[src/rtl/fast_circle_compare_pkg.sv]
// fast_pkg: shared definitions for the FAST segment-test front end.
// Holds the pixel/mask/score widths and types, and the Bresenham circle
// ordering that the window buffer and the arc detector also use. It also
// has the saturating helpers that build the hi/lo compare bounds.
// Optional feature macro used by the importing files: FAST_SCORE_EN.
package fast_pkg;

  localparam int PIX_W    = 8;
  localparam int N_CIRCLE = 16;
  localparam int SCORE_W  = 12;

  typedef logic [PIX_W-1:0]    pix_t;
  typedef logic [N_CIRCLE-1:0] mask_t;
  typedef logic [SCORE_W-1:0]  score_t;

  // Circle offsets (dx, dy) from the centre, indexed by mask bit.
  // k=0 is top and k increases clockwise, so bit 15 is next to bit 0.
  localparam int CIRCLE_DX [N_CIRCLE] = '{ 0,  1,  2,  3,  3, 3, 2, 1,
                                           0, -1, -2, -3, -3, -3, -2, -1};
  localparam int CIRCLE_DY [N_CIRCLE] = '{-3, -3, -2, -1,  0, 1, 2, 3,
                                           3,  3,  2,  1,  0, -1, -2, -3};

  // centre + threshold, saturated at the largest pixel value
  function automatic pix_t sat_hi(input pix_t center, input pix_t thr);
    logic [PIX_W:0] sum;
    sum = {1'b0, center} + {1'b0, thr};
    return sum[PIX_W] ? {PIX_W{1'b1}} : sum[PIX_W-1:0];
  endfunction

  // centre - threshold, saturated at zero
  function automatic pix_t sat_lo(input pix_t center, input pix_t thr);
    return (center > thr) ? pix_t'(center - thr) : '0;
  endfunction

endpackage

[src/rtl/fast_circle_compare_if.sv]
// fast_circle_compare_if: candidate input and result output handshakes.
// Input side:  i_valid / o_ready carry i_center, i_circle, i_threshold.
// Output side: o_valid / i_ready carry o_bright, o_dark, o_score.
// i_circle holds circle pixel k at [PIX_W*k +: PIX_W].
// slave is the compare block's view and master is the producer/consumer view.
interface fast_circle_compare_if;
  import fast_pkg::*;

  logic                      i_valid;
  logic                      o_ready;
  pix_t                      i_center;
  logic [N_CIRCLE*PIX_W-1:0] i_circle;
  pix_t                      i_threshold;
  logic                      o_valid;
  logic                      i_ready;
  mask_t                     o_bright;
  mask_t                     o_dark;
  score_t                    o_score;

  modport slave (
    input  i_valid, i_center, i_circle, i_threshold, i_ready,
    output o_ready, o_valid, o_bright, o_dark, o_score
  );

  modport master (
    output i_valid, i_center, i_circle, i_threshold, i_ready,
    input  o_ready, o_valid, o_bright, o_dark, o_score
  );

endinterface

[src/rtl/fast_circle_compare_pix_cmp.sv]
// fast_pix_cmp: combinational compare of one circle pixel against the
// saturated bounds.
//   p      : circle pixel
//   hi/lo  : centre+thr and centre-thr, both already clamped
//   bright : p > hi, strictly
//   dark   : p < lo, strictly
//   ex_b/d : how far p is past the bound, or 0 (only with FAST_SCORE_EN)
module fast_pix_cmp
  import fast_pkg::*;
(
  input  pix_t p,
  input  pix_t hi,
  input  pix_t lo,
  output logic bright,
  output logic dark
`ifdef FAST_SCORE_EN
  ,
  output pix_t ex_b,
  output pix_t ex_d
`endif
);

  assign bright = (p > hi);
  assign dark   = (p < lo);

`ifdef FAST_SCORE_EN
  assign ex_b = bright ? pix_t'(p - hi) : '0;
  assign ex_d = dark   ? pix_t'(lo - p) : '0;
`endif

endmodule

[src/rtl/fast_circle_compare.sv]
// fast_circle_compare: 3-stage FAST segment-test front end.
//   i_clk, i_rst : clock and synchronous active-high reset
//   bus (slave)  : candidate in (centre, 16 circle pixels, threshold) and
//                  result out (bright mask, dark mask, score)
// S1 registers the circle and the clamped hi/lo bounds. S2 registers the
// per-pixel masks and the excess values. S3 registers the outputs.
// All stages move together under one global enable.
// With FAST_SCORE_EN defined, the excess values and the adder trees are
// built. Without it, o_score is tied to 0.
module fast_circle_compare
  import fast_pkg::*;
(
  input logic                i_clk,
  input logic                i_rst,
  fast_circle_compare_if.slave bus
);

  logic                      en;
  logic                      s1_valid;
  logic [N_CIRCLE*PIX_W-1:0] s1_circle;
  pix_t                      s1_hi;
  pix_t                      s1_lo;
  mask_t                     cmp_bright;
  mask_t                     cmp_dark;
  logic                      s2_valid;
  mask_t                     s2_bright;
  mask_t                     s2_dark;
  logic                      out_valid;
  mask_t                     out_bright;
  mask_t                     out_dark;

  // A held result freezes every stage. Bubbles are kept, not squeezed out.
  assign en          = !out_valid || bus.i_ready;
  assign bus.o_ready = en;
  assign bus.o_valid = out_valid;
  assign bus.o_bright = out_bright;
  assign bus.o_dark   = out_dark;

  always_ff @(posedge i_clk) begin
    if (i_rst) begin
      s1_valid  <= 1'b0;
      s1_circle <= '0;
      s1_hi     <= '0;
      s1_lo     <= '0;
    end else if (en) begin
      s1_valid  <= bus.i_valid;
      s1_circle <= bus.i_circle;
      s1_hi     <= sat_hi(bus.i_center, bus.i_threshold);
      s1_lo     <= sat_lo(bus.i_center, bus.i_threshold);
    end
  end

`ifdef FAST_SCORE_EN
  pix_t   cmp_ex_b [N_CIRCLE];
  pix_t   cmp_ex_d [N_CIRCLE];
  pix_t   s2_ex_b  [N_CIRCLE];
  pix_t   s2_ex_d  [N_CIRCLE];
  score_t sum_b;
  score_t sum_d;
  score_t out_score;
`endif

  for (genvar k = 0; k < N_CIRCLE; k++) begin : g_cmp
    fast_pix_cmp u_cmp (
      .p      (s1_circle[PIX_W*k +: PIX_W]),
      .hi     (s1_hi),
      .lo     (s1_lo),
      .bright (cmp_bright[k]),
      .dark   (cmp_dark[k])
`ifdef FAST_SCORE_EN
      ,
      .ex_b   (cmp_ex_b[k]),
      .ex_d   (cmp_ex_d[k])
`endif
    );
  end

  always_ff @(posedge i_clk) begin
    if (i_rst) begin
      s2_valid  <= 1'b0;
      s2_bright <= '0;
      s2_dark   <= '0;
`ifdef FAST_SCORE_EN
      for (int k = 0; k < N_CIRCLE; k++) begin
        s2_ex_b[k] <= '0;
        s2_ex_d[k] <= '0;
      end
`endif
    end else if (en) begin
      s2_valid  <= s1_valid;
      s2_bright <= cmp_bright;
      s2_dark   <= cmp_dark;
`ifdef FAST_SCORE_EN
      for (int k = 0; k < N_CIRCLE; k++) begin
        s2_ex_b[k] <= cmp_ex_b[k];
        s2_ex_d[k] <= cmp_ex_d[k];
      end
`endif
    end
  end

`ifdef FAST_SCORE_EN
  // 16 * (2^PIX_W - 1) fits in SCORE_W, so the sums cannot wrap.
  always_comb begin
    sum_b = '0;
    sum_d = '0;
    for (int k = 0; k < N_CIRCLE; k++) begin
      sum_b = sum_b + score_t'(s2_ex_b[k]);
      sum_d = sum_d + score_t'(s2_ex_d[k]);
    end
  end
`endif

  always_ff @(posedge i_clk) begin
    if (i_rst) begin
      out_valid  <= 1'b0;
      out_bright <= '0;
      out_dark   <= '0;
`ifdef FAST_SCORE_EN
      out_score  <= '0;
`endif
    end else if (en) begin
      out_valid  <= s2_valid;
      out_bright <= s2_bright;
      out_dark   <= s2_dark;
`ifdef FAST_SCORE_EN
      out_score  <= (sum_b > sum_d) ? sum_b : sum_d;
`endif
    end
  end

`ifdef FAST_SCORE_EN
  assign bus.o_score = out_score;
`else
  assign bus.o_score = '0;
`endif

endmodule

[src/flat_wrapper.sv]
// flat-port wrapper written by rule: the top's interface ports become plain ports
module fast_circle_compare_flat import fast_pkg::*;
  (i_clk, i_rst, bus_i_valid, bus_i_center, bus_i_circle, bus_i_threshold, bus_i_ready, bus_o_ready, bus_o_valid, bus_o_bright, bus_o_dark, bus_o_score);
  fast_circle_compare_if bus_i ();
  input logic i_clk;
  input logic i_rst;
  input wire logic [$bits(bus_i.i_valid)-1:0] bus_i_valid;
  input wire logic [$bits(bus_i.i_center)-1:0] bus_i_center;
  input wire logic [$bits(bus_i.i_circle)-1:0] bus_i_circle;
  input wire logic [$bits(bus_i.i_threshold)-1:0] bus_i_threshold;
  input wire logic [$bits(bus_i.i_ready)-1:0] bus_i_ready;
  output wire logic [$bits(bus_i.o_ready)-1:0] bus_o_ready;
  output wire logic [$bits(bus_i.o_valid)-1:0] bus_o_valid;
  output wire logic [$bits(bus_i.o_bright)-1:0] bus_o_bright;
  output wire logic [$bits(bus_i.o_dark)-1:0] bus_o_dark;
  output wire logic [$bits(bus_i.o_score)-1:0] bus_o_score;
  assign bus_i.i_valid = bus_i_valid;
  assign bus_i.i_center = bus_i_center;
  assign bus_i.i_circle = bus_i_circle;
  assign bus_i.i_threshold = bus_i_threshold;
  assign bus_i.i_ready = bus_i_ready;
  assign bus_o_ready = bus_i.o_ready;
  assign bus_o_valid = bus_i.o_valid;
  assign bus_o_bright = bus_i.o_bright;
  assign bus_o_dark = bus_i.o_dark;
  assign bus_o_score = bus_i.o_score;
  fast_circle_compare u_core (.i_clk(i_clk), .i_rst(i_rst), .bus(bus_i));
endmodule
[config.mk]
export PLATFORM = sky130hd
export DESIGN_NAME = fast_circle_compare_flat
export DESIGN_NICKNAME = d
export VERILOG_FILES = /design/src/rtl/fast_circle_compare_pkg.sv /design/src/rtl/fast_circle_compare_if.sv /design/src/rtl/fast_circle_compare_pix_cmp.sv /design/src/rtl/fast_circle_compare.sv /design/src/flat_wrapper.sv
export SDC_FILE = /design/constraint.sdc
export NUM_CORES = 1
export LEC_CHECK = 0
export CORE_MARGIN = 4
export CORE_UTILIZATION = 60
export DETAILED_ROUTE_END_ITERATION = 10
export PLACE_DENSITY = 0.92
export SLEW_MARGIN = 20
export SYNTH_ARGS = -nofsm -noshare
export SYNTH_HDL_FRONTEND = slang
export SYNTH_SLANG_ARGS = --single-unit
[constraint.sdc]
create_clock -name i_clk -period 5 [get_ports i_clk]
set_input_delay 0.5 -clock i_clk [delete_from_list [all_inputs] [get_ports i_clk]]
set_output_delay 0.5 -clock i_clk [all_outputs]
set_load 0.01 [all_outputs]
# Yosys cells after proc, flatten, opt, wreduce, memory -nomap -nowiden
# Cells that the tools add are included.
word_totals:
  register_bits: 211
  out_inout_bits: 46
  elab_cells: 49
classes:
  add_sub_neg: 2
  order_cmp: 33
  n_mux: 2
  n_reduce_logical: 2
ops:
  columns: ["operator", "n"]
  rows:
  - ["8-bit > comparator", 17]
  - ["8-bit < comparator", 16]
  - ["8-bit two-way mux", 2]
  - ["8-bit by 8-bit adder with 9-bit output", 1]
  - ["8-bit subtractor", 1]
  - ["1-bit zero test", 1]
  - ["1-bit logical OR", 1]

# Depth between registers and ports, before layout
# Gate-level depths: netlist of run 1.
depth:
  ltp_word: 2
  depth_mapped: 9
  mapped_depth_nobuf: 9

# By module
# From an unflattened synthesis of run 1, not the netlist that was laid out.
unflattened:
  cells_unflattened: 1806
  area_unflattened_um2: 14018.4
by_module_without_submodules:
  columns: ["mod", "n_inst", "cells_each", "area_per_inst_um2", "seq_area_each_um2"]
  rows:
  - ["fast_circle_compare", 1, 1022, 8012.7, 4224.1]
  - ["fast_pix_cmp", 16, 49, 375.4, 0.0]

# Worst setup path after synthesis of run 1
# Ideal clock, no wire load.
synth_path:
  kind: "input -> register"
  startpoint: "input bus_i_threshold[2]"
  endpoint: "register u_core.s1_hi[7]"
  arrival_time_ns: 1.978
  required_time_ns: 4.908
  setup_slack_ns: 2.930
  cell_stages: 8
  path_buffers: 1
  path_cell_list: "inv_1 > ha_1 > buf_6 > nand2b_4 > a221oi_4 > nor4_2 > o31a_4 > o311ai_4"
synth_between:
  elab_chain_len: 2
synth_lines:
  columns: ["element", "line_no", "text"]
  rows:
  - ["from (decl)", "flat_wrapper.sv:10", "input wire logic [$bits(bus_i.i_threshold)-1:0] bus_i_threshold;"]
  - ["8-bit by 8-bit adder with 9-bit output", "fast_circle_compare_pkg.sv:26", "sum = {1'b0, center} + {1'b0, thr};"]
  - ["8-bit two-way mux", "fast_circle_compare_pkg.sv:27", "return sum[PIX_W] ? {PIX_W{1'b1}} : sum[PIX_W-1:0];"]
  - ["to (signal assigned)", "fast_circle_compare.sv:48", "s1_hi <= sat_hi(bus.i_center, bus.i_threshold);"]
  - ["to (decl)", "fast_circle_compare.sv:21", "pix_t s1_hi;"]
# Every way passes these cells.
# A chain may end at the register's enable or synchronous reset.

# Worst setup path after layout of run 1
layout_path:
  startpoint: "input bus_i_ready"
  endpoint: "output bus_o_ready"
layout_between:
  elab_chain_len: 1
layout_lines:
  columns: ["element", "line_no", "text"]
  rows:
  - ["from (decl)", "flat_wrapper.sv:11", "input wire logic [$bits(bus_i.i_ready)-1:0] bus_i_ready;"]
  - ["1-bit logical OR", "fast_circle_compare.sv:33", "assign en = !out_valid || bus.i_ready;"]
  - ["to (decl)", "flat_wrapper.sv:12", "output wire logic [$bits(bus_i.o_ready)-1:0] bus_o_ready;"]
# Every way passes these cells.

==> results of run 1 <==
how the worst min path moves through the flow:
stage                       startpoint                 endpoint  slack [ns]  depth (start not counted)
4_1_cts          u_core.bus.o_dark[11]    u_core.bus.o_dark[11]        0.45                          2
5_1_grt          u_core.bus.o_dark[11]    u_core.bus.o_dark[11]        0.46                          2
6_report       u_core.bus.o_bright[15]  u_core.bus.o_bright[15]        0.45                          2
3_5_place_dp     u_core.bus.o_dark[11]    u_core.bus.o_dark[11]        0.45                          2
3_3_place_gp           u_core.s1_lo[3]          u_core.s1_lo[3]        0.44                          2
2_1_floorplan          u_core.s1_lo[3]          u_core.s1_lo[3]        0.42                          2
layer usage:
layer | part of all wire [%] | wire length, um
met1 | 38 | 14800
met2 | 47 | 18600
met3 | 8.8 | 3440
met4 | 6.0 | 2350
met5 | 0 | 0
cells by family (layout without fill, tap and decap cells):
kind of cell / count (synthesis) / after routing
and+or+nand+nor: 472 / 472
AOI/OAI and AO/OA: 468 / 468
other: 1 / 12
muxes: 1 / 1
buffers and inverters: 163 / 307
DFF: 211 / 211
adders and majority gates: 258 / 258
xor gates and xnor gates: 6 / 6
cells in the mapped netlist (2+ instances only):
| cell | instances |
|---|---|
| xnor2_1 | 3 |
| a21o_1 | 51 |
| buf_1 | 13 |
| nand2b_1 | 20 |
| nor3_1 | 4 |
| clkbuf_1 | 36 |
| buf_2 | 21 |
| nand2_1 | 361 |
| nor2b_1 | 20 |
| o211ai_1 | 49 |
| or2_2 | 2 |
| a211o_1 | 16 |
| nor2_2 | 2 |
| nor4_1 | 2 |
| nand3b_1 | 3 |
| inv_1 | 78 |
| dfxtp_1 | 211 |
| ha_1 | 256 |
| o21ai_1 | 12 |
| a221oi_2 | 5 |
| nand4_1 | 35 |
| buf_4 | 12 |
| o21a_1 | 33 |
| nor2_1 | 17 |
| xor2_1 | 3 |
| o21ai_0 | 27 |
| nand3_1 | 2 |
| fa_1 | 2 |
| o311ai_4 | 2 |
| a21oi_1 | 204 |
| a22oi_1 | 16 |
| a22o_1 | 3 |
| a211oi_1 | 34 |
sequential cells by signal, summed over array words and instances, names as in the netlist:
register	count
u_core.s1_valid	1
u_core.s2_dark	16
u_core.bus.o_bright	16
u_core.bus.o_valid	1
u_core.s1_lo	8
u_core.s2_bright	16
u_core.s2_valid	1
u_core.s1_hi	8
u_core.s1_circle	128
u_core.bus.o_dark	16
through the flow:
step	power, mW	hold WS, ns	util (%)
finish	5.09	0.451	73.2
detailed placement	3.22	0.445	69.5
global route	5.30	0.465	73.2
floorplan	2.76	0.420	-
CTS	5.06	0.452	73.2
global placement	3.14	0.437	69.5
area by class of cell:
cell class | instances | share of cell area [%]
inverter | 80 | 1.91
tap | 280 | 2.19
timing repair buffer | 185 | 11.5
clock buffer | 31 | 4.10
multi-input combinational | 1217 | 52.8
sequential | 211 | 26.4
clock inverter | 11 | 1.01
power by group through the flow:
stage | sequential, mW | combinational [mW] | clock [mW]
global route | 1.98 | 1.41 | 1.92
floorplan | 1.96 | 0.801 | 0
finish | 1.97 | 1.28 | 1.84
detailed placement | 1.99 | 1.23 | 0
global placement | 1.99 | 1.15 | 0
CTS | 1.96 | 1.25 | 1.84
worst register-to-register path, delay by kind of cell, from the launching register on:
kind	cells	cell delay (ns)
AO/OA/AOI/OAI	2	0.76
buffers and inverters	1	0.62
flip-flops	1	0.35
AND/OR/NAND/NOR	3	1.04
==> flow_metrics.tcl, run 1 <==
set metrics [dict create \
    status "completed" \
    cp.arrival_ns 2.39 \
    yosys.area_share.xor_xnor_pct 0.395 \
    fin_worst_skew_ns 0.0188 \
    drcViolationCount 0 \
    layout_commonest_cell "nand2_1" \
    vdd_ir_drop_max_mv 0.227 \
    critical_path_required_ns 4.50 \
    p_leak_nw 7.08 \
    timing.rr.end "u_core.s2_dark[4]" \
    cts.sinks 211 \
    synth_compound_area_share_pct 23.0 \
    critPathMaxFanout 124 \
    fin_ws_ns 2.11 \
    placed_area_sq_um 15200 \
    synth_cell_types 58 \
    io_pins 194 \
    vias 12700 \
    internal_power_mw 3.55 \
    final_cell_mix "nand2_1 (361), ha_1 (256), dfxtp_1 (211), a21oi_1 (204), clkdlybuf4s50_1 (180)" \
    grt_busiest_layer "met2" \
    place_inst 1973 \
    via_per_inst 6.31 \
    final-hold-violation-count 0 \
    grtUsageMet3_pct 5.09 \
    layout-drive-gt1-share_pct 3.69 \
    fin_area_sq_um 16000 \
    ff2ff_path_depth 6 \
    worst_pin_slew_ns 1.19 \
    path_cells "clkdlybuf4s50_1, nor2b_4, inv_6, clkdlybuf4s50_1" \
    finalSetupTns_ns 0 \
    grtUsageMet1_pct 36.4 \
    syn_area_sq_um 13300 \
    wirelength_mm 39.1 \
    synthAdderAreaFrac_pct 24.4 \
    p_seq_share_pct 38.7 \
    ys_seq_elements 211 \
    rows 54 \
    synthMuxAreaShare_pct 0.0753 \
    cp-start-kind "primary input" \
    use_met2_pct 52.1 \
    synthSimpleGateAreaFrac_pct 15.2 \
    io_buffers 181 \
    instances_no_fill 2015 \
    synth_top_area_share_pct 31.8 \
    clkLatencyLatePin_ns 0.53 \
    first_iter_violations 986 \
    synth_flop_cell "dfxtp_1" \
    hold_buffers 0 \
    wl_per_cell_um 19.4 \
    worst-path-stages 4 \
    grt_max_degree 125 \
    grt_pass1_wl_mm 61.7 \
    dieHeight_um 157 \
    critPathMaxStageDelay_ns 0.69 \
    cts_resized 0 \
    crit_slowest_cell "clkdlybuf4s50_1" \
    maxSlewViolCount 0 \
    drtPass1Iterations 6 \
    grt_overflow 0 \
    fin_nets 2124 \
    hold_class "reg2reg" \
    relSlewSlack_pct 20.6 \
    antenna_found_initial 0 \
    setup_viol_count_final 0 \
    fmax_mhz 346 \
    hpwl_mm 25.7 \
    synth_edf_count 0 \
    synth_top_cell_by_area "dfxtp_1" \
    r2r_setup_slack_ns 2.17 \
    p_comb_share_pct 25.2 \
    clkTransAtPathRegs_ns 0.06 \
    path_common_cell "clkdlybuf4s50_1" \
    worstSetupEndpointType "output port" \
    root_buffer "clkbuf_16" \
    power.switching_mw 1.54 \
    die_area_sq_um 24600 \
    grt_pass1_vias 12900 \
    htree_levels 1 \
    syn-instance-count 1580 \
    async_flop_share_pct 0 \
    initial_core_util_pct 61.0 \
    reg2reg_from "u_core.bus.o_valid" \
    ant_nets 0 \
    die_w_um 157 \
    post_cts_buffers 0 \
    n_fill_cell 1514 \
    synth_top_family_by_area "adder cells" \
    core_sq_um 21800 \
    grt_use_total_pct 30.7 \
    power-per-cell-area_nw_per_um2 318 \
    p_sw_share_pct 30.2 \
    synth.avg_cell_area_sq_um 8.42 \
    cap_violations 0 \
    yosys_warnings 0 \
    cts_buffers 23 \
    diodes 0 \
    seq_area_frac_synth_pct 31.8 \
    cp_num_buf_inv 3 \
    crit_path_end "bus_o_ready" \
    multiInputGateArea_sq_um 8440 \
    register_area_sq_um 4220 \
    critical_path.top_delay_family "buffers and inverters" \
    place_ws_ns 1.79 \
    gp_congestion 0.851 \
    fin_crit_ns 2.89 \
    crit_path_start "bus_i_ready" \
    clkPwrFrac_pct 36.1 \
    ctsLongestPathBuffers 3 \
    syn_to_final_growth_pct 20.1 \
    period_share_pct 57.8 \
    setup.worst_path.class "in2out" \
    ys_top_cells_by_area "dfxtp_1 (32%), ha_1 (24%), nand2_1 (10%)" \
    grt_setup_unrepaired "false" \
    cts_tree "built" \
]
Note: power is estimated with default switching activity, not from simulation.
==> inputs of run 2 (changes only) <==
- CORE_UTILIZATION: 60 -> 56
- PLACE_DENSITY: 0.92 -> 0.87
- clock period: 5 -> 2.85 ns (I/O delays scaled with it)
==> flow_metrics.tcl, run 2 (synthesized netlist as in run 1, its figures left out) <==
set metrics [dict create \
    status "completed" \
    reg2reg_from "u_core.s1_hi[1]" \
    worst_pin_slew_ns 1.05 \
    fin_worst_skew_ns 0.00830 \
    dieHeight_um 162 \
    core_sq_um 23400 \
    grt_pass1_vias 12400 \
    cts.sinks 211 \
    finalSetupTns_ns 0 \
    vias 12400 \
    hpwl_mm 27.0 \
    post_cts_buffers 0 \
    grt_overflow 0 \
    p_total_mw 8.74 \
    first_iter_violations 912 \
    wirelength_mm 38.9 \
    via_per_inst 5.97 \
    timing.hold.ws_ns 0.194 \
    ctsLongestPathBuffers 3 \
    critPathMaxStageDelay_ns 0.60 \
    place_inst 2032 \
    worstSetupEndpointType "output port" \
    cp-start-kind "flip-flop" \
    io_pins 194 \
    wl_per_cell_um 18.7 \
    critical_path_required_ns 2.57 \
    largest_reg_flops 128 \
    path_cells "nor2b_4, inv_6, buf_4, clkdlybuf4s50_1" \
    gp_congestion 0.869 \
    critical_path.top_delay_family "buffers and inverters" \
    grt_max_degree 180 \
    syn_to_final_growth_pct 21.5 \
    initial_core_util_pct 56.8 \
    layout_commonest_cell "nand2_1" \
    fin_area_sq_um 16200 \
    holdCritStartpoint "i_rst" \
    clkLatencyLatePin_ns 0.51 \
    cp.arrival_ns 2.08 \
    final-hold-violation-count 0 \
    antenna_found_initial 0 \
    grt_use_total_pct 28.4 \
    diodes 0 \
    fin_nets 2144 \
    die_w_um 162 \
    critPathMaxFanout 33 \
    period_share_pct 83.0 \
    fin_util_pct 69.0 \
    clkTransAtPathRegs_ns 0.06 \
    relSlewSlack_pct 30.0 \
    fmax_mhz 423 \
    root_buffer "clkbuf_16" \
    place_ws_ns 0.263 \
    crit_slowest_cell "clkdlybuf4s50_1" \
    drtPass1Iterations 6 \
    grt_setup_unrepaired "false" \
    placed_area_sq_um 15400 \
    io_buffers 181 \
    final_cell_mix "nand2_1 (361), ha_1 (256), dfxtp_1 (211), a21oi_1 (204), clkdlybuf4s50_1 (180)" \
    drcViolationCount 0 \
    power-per-cell-area_nw_per_um2 541 \
    cts_resized 0 \
    p_leak_nw 7.16 \
    vdd_ir_drop_max_mv 0.405 \
    cts_buffers 23 \
    cp_num_buf_inv 3 \
    grt_pass1_wl_mm 61.4 \
    instances_no_fill 2073 \
    hold_buffers 0 \
    cts_tree "built" \
    rows 56 \
    top_register "u_core.s1_circle" \
    fin_ws_ns 0.484 \
    htree_levels 1 \
    setup_viol_count_final 0 \
    maxSlewViolCount 0 \
    die_area_sq_um 26300 \
    layout-drive-gt1-share_pct 4.68 \
    setup.worst_path.class "reg2out" \
    cap_violations 0 \
    hold_class "in2reg" \
    fin_crit_ns 2.37 \
    ant_nets 0 \
    crit_path_start "u_core.bus.o_valid" \
]
-- run 2: cell count changes in the layout (fill, tap and decap cells not counted) --
cell,delta
clkinv_2,-1
buf_4,+18
clkbuf_8,+1
clkbuf_1,+1
buf_12,+2
bufinv_16,-2
-- run 2: final timing paths --
path | to | slack [ns] | depth (start not counted)
min | u_core.s2_bright[4] | 0.19 | 4
max | bus_o_ready | 0.48 | 4
max reg2reg | u_core.s2_bright[2] | 0.75 | 8
min reg2reg | u_core.bus.o_dark[0] | 0.45 | 2
-- run 2: tightest hold or removal path, cell delays in order --
cell and delay (ns):
buf_6 0.11, nor2_4 0.10, nand2_1 0.08, o211ai_1 0.07
-- run 2: cell type report --
| type | instances | area (sq um) |
|---|---|---|
| Timing Repair Buffer | 205 | 2020 |
| Clock inverter | 8 | 96.3 |
| Multi-Input combinational cell | 1217 | 8440 |
| Fill cell | 1783 | 7250 |
| Sequential cell | 211 | 4220 |
| Clock buffer | 33 | 673 |
| Tap cell | 319 | 399 |
| Inverter | 80 | 305 |
-- run 2: layer usage --
| layer | vias to the layer above | track usage (%) | part of all wire [%] |
|---|---|---|---|
| met5 | - | 0 | 0 |
| met4 | 0 | 15.0 | 5.6 |
| met3 | 163 | 4.52 | 7.0 |
| met2 | 531 | 48.2 | 47 |
| met1 | 5773 | 34.9 | 41 |
| li1 | 5908 | - | - |
-- run 2: power by group --
part	internal (mW)	switching (mW)	leakage, nW
clock	1.82	1.22	0.380
sequential	3.22	0.220	1.75
combinational	1.06	1.20	5.02
==> inputs of run 3 (changes only) <==
- CORE_UTILIZATION: 56 -> 50
- PLACE_DENSITY: 0.87 -> 0.82
- clock period: 2.85 -> 1.9 ns (I/O delays scaled with it)
==> flow_metrics.tcl, run 3 (synthesized netlist as in run 1, its figures left out) <==
set metrics [dict create \
    status "completed" \
    drcViolationCount 0 \
    first_iter_violations 699 \
    reg2reg_from "u_core.s1_hi[7]" \
    die_w_um 171 \
    maxSlewViolCount 0 \
    drtPass1Iterations 5 \
    antenna_found_initial 0 \
    cp.arrival_ns 2.25 \
    cts.sinks 211 \
    cap_violations 0 \
    fin_area_sq_um 16800 \
    dieHeight_um 171 \
    p_total_mw 13.4 \
    critPathMaxFanout 8 \
    final-hold-violation-count 0 \
    ctsLongestPathBuffers 3 \
    fin_crit_ns 1.81 \
    clkTransAtPathRegs_ns 0.06 \
    layout_commonest_cell "nand2_1" \
    wl_per_cell_um 18.1 \
    hold_buffers 0 \
    ff2ff_path_depth 7 \
    io_pins 194 \
    vias 12400 \
    register_area_sq_um 4220 \
    largest_reg_flops 128 \
    vdd_ir_drop_max_mv 0.550 \
    cts_buffers 24 \
    clkLatencyLatePin_ns 0.53 \
    timing.rr.end "u_core.s2_bright[4]" \
    die_area_sq_um 29300 \
    grt_pass1_wl_mm 61.1 \
    finalSetupTns_ns 0 \
    n_fill_cell 2153 \
    crit_path_start "bus_i_threshold[3]" \
    hpwl_mm 28.1 \
    io_buffers 181 \
    grt_overflow 0 \
    diodes 0 \
    hold_class "in2reg" \
    grt_pass1_vias 12200 \
    htree_levels 1 \
    cts_tree "built" \
    setup.worst_path.class "in2reg" \
    layout-drive-gt1-share_pct 7.74 \
    rows 59 \
    root_buffer "clkbuf_16" \
    final_cell_mix "nand2_1 (361), ha_1 (256), dfxtp_1 (211), a21oi_1 (203), clkdlybuf4s50_1 (179)" \
    relSlewSlack_pct 35.3 \
    worst_pin_slew_ns 0.970 \
    core_sq_um 26100 \
    ant_nets 0 \
    critical_path_required_ns 2.34 \
    top_register "u_core.s1_circle" \
    hold_end "u_core.s1_circle[123]" \
    setup_viol_count_final 0 \
    multiInputGateArea_sq_um 8440 \
    place_ws_ns -0.435 \
    fin_ws_ns 0.0903 \
    via_per_inst 5.80 \
    grt_max_degree 91 \
    p_leak_nw 7.48 \
    gp_congestion 0.863 \
    period_share_pct 95.2 \
    holdCritStartpoint "i_rst" \
    fin_worst_skew_ns 0.0125 \
    holdPathStages 3 \
    r2r_setup_slack_ns 0.14 \
    worstSetupEndpointType "flip-flop" \
    initial_core_util_pct 50.9 \
    fin_nets 2198 \
    syn_to_final_growth_pct 26.2 \
    wirelength_mm 38.8 \
    grt_use_total_pct 25.5 \
    cp-start-kind "primary input" \
    placed_area_sq_um 16000 \
    fmax_mhz 553 \
    power-per-cell-area_nw_per_um2 798 \
]
## run 3: changes by cell type in the layout (fill, tap and decap cells not counted), sizes merged
cell	before	now
inv	80	79
clkinv	5	4
dlygate4sd2	0	1
clkbuf	33	35
clkinvlp	1	4
buf	25	78
clkdlybuf4s50	180	179
bufinv	2	1
## run 3: cell type report
cell class | instances | area share, %
tap | 335 | 2.50
clock buffer | 35 | 4.37
sequential | 211 | 25.2
inverter | 80 | 1.84
clock inverter | 8 | 0.455
multi-input combinational | 1217 | 50.3
timing repair buffer | 258 | 15.4
## run 3: stage by stage
stage                     hold WS, ns  util, %  std cells
after floorplan                 0.330        -       1591
after global placement          0.438     61.0       2099
after detailed placement        0.443     61.0       2099
after CTS                       0.144     64.2       2143
after global routing            0.188     64.2       2144
final                           0.151     64.2       2144
## run 3: where the power goes
group / switching, mW / internal (mW) / leakage, nW
logic: 1.83 / 1.72 / 5.34
clock network: 1.89 / 2.81 / 0.393
registers: 0.308 / 4.82 / 1.75
## run 3: worst max path at each step
stage                     endpoint  slack, ns  depth (start not counted)
5_1_grt            u_core.s1_lo[4]    -0.0009                          9
2_1_floorplan      u_core.s1_hi[7]       0.14                          8
3_3_place_gp       u_core.s1_hi[7]      -0.39                          7
4_1_cts        u_core.s2_bright[3]        0.1                          7
3_5_place_dp       u_core.s1_lo[4]      -0.43                          8
6_report           u_core.s1_hi[7]       0.09                          7
## run 3: worst max-delay path, cell delays in order
cell             delay (ns)
clkdlybuf4s50_1        0.48
inv_1                  0.05
ha_1                   0.43
a221oi_4               0.41
nor4_2                 0.08
o31a_4                 0.36
o311ai_4               0.25
## run 3: what timing repair did
action / CTS / global route
pin swaps: 0 / 2
cloned: 0 / 0
endpoints found under the setup margin: 1 / 5
buffers inserted: 1 / 1
gates resized for setup: 1 / 3
## run 3: metal layers
metal  vias up  global-route usage [%]  wire, um
met5         -                       0         0
met4         0                    10.8      1750
met3       126                    3.81      2640
met2       440                    44.7     18800
met1      5864                    31.2     15600
li1       6015                       -         -
